$ cat src/rtl/tff_pkg.sv
// tff_pkg: state encoding and widths shared by the T flip-flop counter blocks
package tff_pkg;
    typedef enum logic [1:0] {S_IDLE = 2'd0, S_RUN = 2'd1, S_HOLD = 2'd2} state_t;
    localparam int WRAP_CNT_W = 8;
endpackage

$ cat src/rtl/tff_cell.sv
// tff_cell: single T flip-flop with asynchronous active-low reset
module tff_cell (
    input  logic t,
    input  logic clk,
    input  logic rst,
    output logic q
);
    always_ff @(posedge clk or negedge rst) begin
        if (!rst) q <= 1'b0;
        else q <= q ^ t;
    end
endmodule

$ cat src/rtl/tff_count_ctrl.sv
// tff_count_ctrl: start/stop/hold sequencer driving a bank of T flip-flops as a
// modulo-MODULO up/down counter with optional auto-stop after NWRAP wraps
module tff_count_ctrl
    import tff_pkg::*;
#(
    parameter int WIDTH  = 4,
    parameter int MODULO = 10,
    parameter int NWRAP  = 0
) (
    input  logic             clk,
    input  logic             rst,
    input  logic             start,
    input  logic             stop,
    input  logic             up_dn,
    input  logic             load,
    input  logic [WIDTH-1:0] load_val,
    output logic [WIDTH-1:0] q,
    output logic [WIDTH-1:0] t_vec,
    output logic             tc,
    output logic             busy,
    output logic             done
);
    localparam logic [WIDTH-1:0] MAX = WIDTH'(MODULO - 1);
    state_t state, state_nxt;
    logic [WRAP_CNT_W-1:0] wrap_cnt;
    logic [WIDTH-1:0] q_cnt, q_nxt;
    logic at_end, wrap, last_wrap;
    assign at_end    = up_dn ? (q == MAX) : (q == '0);
    assign q_cnt     = at_end ? (up_dn ? '0 : MAX) : (up_dn ? q + WIDTH'(1) : q - WIDTH'(1));
    assign wrap      = (state == S_RUN) && !load && at_end;
    assign last_wrap = (NWRAP > 0) && wrap && (wrap_cnt == WRAP_CNT_W'(NWRAP - 1));
    assign q_nxt     = load ? ((load_val > MAX) ? MAX : load_val) : ((state == S_RUN) ? q_cnt : q);
    // Cells only toggle; forcing zero under reset keeps t_vec quiet while held
    assign t_vec     = rst ? (q ^ q_nxt) : '0;
    assign busy      = state != S_IDLE;
    always_comb begin
        state_nxt = state;
        case (state)
            S_IDLE:  if (start && !stop) state_nxt = S_RUN;
            S_RUN:   if (stop) state_nxt = S_HOLD; else if (last_wrap) state_nxt = S_IDLE;
            S_HOLD:  if (stop) state_nxt = S_IDLE; else if (start) state_nxt = S_RUN;
            default: state_nxt = S_IDLE;
        endcase
    end
    always_ff @(posedge clk or negedge rst) begin
        if (!rst) begin
            state    <= S_IDLE;
            wrap_cnt <= '0;
            tc       <= 1'b0;
            done     <= 1'b0;
        end else begin
            state <= state_nxt;
            tc    <= wrap;
            done  <= last_wrap && !stop;
            if (state == S_IDLE && state_nxt == S_RUN) wrap_cnt <= '0;
            else if (wrap && wrap_cnt != '1) wrap_cnt <= wrap_cnt + 1'b1;
        end
    end
    for (genvar i = 0; i < WIDTH; i++) begin : g_cell
        tff_cell u_cell (.t(t_vec[i]), .clk(clk), .rst(rst), .q(q[i]));
    end
endmodule

$ cat config.mk
export PLATFORM = sky130hd
export DESIGN_NAME = tff_count_ctrl
export DESIGN_NICKNAME = d
export VERILOG_FILES = /design/src/rtl/tff_pkg.sv /design/src/rtl/tff_cell.sv /design/src/rtl/tff_count_ctrl.sv
export SDC_FILE = /design/constraint.sdc
export NUM_CORES = 1
export LEC_CHECK = 0
export CAP_MARGIN = 20
export CORE_UTILIZATION = 51
export DETAILED_ROUTE_END_ITERATION = 6
export DONT_BUFFER_PORTS = 1
export PLACE_DENSITY = 0.71
export SYNTH_ARGS = -nofsm -noshare
export SYNTH_HDL_FRONTEND = slang
export SYNTH_SLANG_ARGS = --single-unit
export TNS_END_PERCENT = 1
$ cat constraint.sdc
create_clock -name clk -period 2.8 [get_ports clk]
set_input_delay 0.7 -clock clk [delete_from_list [all_inputs] [get_ports clk]]
set_output_delay 0.7 -clock clk [all_outputs]
set_load 0.03 [all_outputs]
==> metrics <==
Compound-Gate Fraction of Synth Area 20.88%; Syn-to-layout area delta 15.20%; RSZ-0062 raised after global routing true; WL final 1.525 mm; Antenna Violating Nets Remaining 0; dpl hpwl 1.182 mm; Core Box Area 1171 um2; final worst setup slack -0.1132 ns; reg-to-reg startpoint g_cell[2].u_cell.q; vias per cell 6.098; crit-path cells inv_1 -> ha_4 -> a21oi_2 -> a21oi_1 -> or4_1 -> a221o_2; Total GRT Usage 23.49%; Synth Warn # 0; Max H-tree Level 1; Final Hold Viols 0; Worst setup EP type output port; status finished, violations left; CP max FO 4; Adder-Cell Fraction of Synth Area 6.593%; hold_buf cts 0; Resize count post-CTS 2; ANT cells 0; Peak VDD IR 0.2977 mV; Setup Fix Bufs, Post-CTS 0; Die Span Y 38.60 um; cell family contributing the most delay on the critical path compound AO/OA/AOI/OAI gates; Setup Skew 0.0007686 ns; Placer Congestion 0.8388; clock slew at reported path FFs 0.06 ns; fin crit period 2.913 ns; Final period util 104.0%; mux contribution to synthesized area 7.692%; Post-Syn Area 683.2 um2; commonest non-fill, non-tap cells in the layout buf_4 (14), nand2_1 (8), dfrtp_1 (7); Slew Limit Fails 0; clock sink count 7; worst setup path class in2out; WP data required 2.10 ns; Post-Synth XOR/XNOR Area 1.282%; simple-gate portion of the synthesized area 23.99%; failing checks setup timing; Crit path buffers/inverters 1; setup tns final -0.1132 ns; Mapped Cells 81; DRT Pass-1 Iters 4; FILL cells 111; most common cell after layout, fill and taps aside buf_4; mean post-synth cell area 8.434 um2; asr flop ratio synth 100.0%; final core occ 67.20%; number of flops mapped to enable cells by yosys 0; Cell Pwr Density 635.7 nW/um2; Critical Path Stages 6; setup slack, reg-to-reg 1.04 ns; Final Net Count 102; Setup-failing EPs final 1; I/O pins 21; starting density of the core 58.33%; leakage power 0.3713 nW; Syn Nets 94; number of I/O port buffers 0; Area contributors post-synth dfrtp_1 (26%), buf_4 (9.9%), mux2i_1 (4.4%); WP data arrival 2.21 ns; Main synth FF type dfrtp_1; CTS buffer count 3; root buf cell clkbuf_4; clock buffer depth 2; vias in the first global route 550; DRC 0; row cnt 12; First DRT Iteration DRCs 13; Max-cap violations 0; CTS tree yes; crit start category input port; Synth area leader dfrtp_1; gr ovfl total 0; global-route wire length before repair 2.263 mm; worst hold path class in2async; R2R depth 6; wire per inst 14.95 um; routed vias 622; Max stage delay on crit path 0.46 ns; CP max-delay cell or4_1; FF+latch count, synth 7; max frequency 0.3433 GHz; Synth cell types 36; DIE AREA 1490 um2; register area share after synthesis 25.64%; clk_lat worst skew 0.26 ns; pin count of the biggest net entering global routing 21; initial antenna violation count 0; die span in x 38.60 um; largest family of logic cells by synthesized area simple AND/OR/NAND/NOR gates; top cell type's share of synthesized area 25.64%; layout cells sized above 1 30.68%
synth_stat cells, types with 2 or more instances:
| cell type | number |
|---|---|
| nor3_1 | 2 |
| mux2i_1 | 3 |
| buf_4 | 9 |
| nor2_1 | 4 |
| and3_1 | 2 |
| mux2_2 | 2 |
| nand3_1 | 2 |
| inv_1 | 4 |
| nand2b_1 | 3 |
| o21a_1 | 3 |
| a221o_1 | 2 |
| o41ai_1 | 2 |
| dfrtp_1 | 7 |
| a21oi_1 | 5 |
| nand2_1 | 8 |
| nor3b_1 | 2 |
| ha_1 | 2 |
per-layer routing:
layer | up-vias | wire (um) | track usage, % | part of all wire, %
li1 | 301 | - | - | -
met1 | 288 | 591 | 27.80 | 39
met2 | 31 | 787 | 37.92 | 52
met3 | 2 | 134 | 11.56 | 8.8
met4 | 0 | 11 | 5.172 | 0.72
met5 | - | 0 | 0 | 0
metrics by stage:
stage	setup WS, ns	hold WS (ns)	total power, W	instances	cell area (um2)
finish	-0.1132	0.1242	0.0005003	102	787.0
global route	-0.1828	0.1075	0.0005339	102	787.0
CTS	-0.1018	0.1192	0.0004987	102	780.7
detailed placement	-0.1062	0.4047	0.0003936	98	745.7
global placement	-0.05814	0.4047	0.0003850	98	745.7
floorplan	-0.1020	0.4044	0.0003408	81	699.4
report_power, final:
| part | internal (W) | switching [W] |
|---|---|---|
| sequential | 0.000116 | 0.0000190 |
| clock | 0.0000549 | 0.0000455 |
| combinational | 0.000118 | 0.000147 |
| total | 0.000289 | 0.000211 |
worst max path at each step:
stage | startpoint | end | slack, ns
finish | up_dn | t_vec[3] | -0.11
global route | up_dn | t_vec[3] | -0.18
CTS | up_dn | t_vec[3] | -0.10
detailed placement | up_dn | t_vec[3] | -0.11
global placement | up_dn | t_vec[3] | -0.06
floorplan | up_dn | t_vec[3] | -0.10
logic make-up (layout without fill, tap and decap cells):
logic type	after synthesis	after routing
AND/OR/NAND/NOR	30	30
buffers and inverters	15	22
flip-flops	7	7
other	1	1
multiplexers	5	5
XOR/XNOR	1	1
adder cells (fa/ha/maj)	3	3
AO/OA/AOI/OAI	19	19
layout make-up:
cell class	count	area (um2)	area share, %
well taps	14	17.52	2.226
multi-input cells	59	447.9	56.92
inverters	4	15.01	1.908
flip-flops and latches	7	175.2	22.26
clock buffers	4	26.28	3.339
repair buffers	14	105.1	13.35
Power figures use the tool's default switching activity.
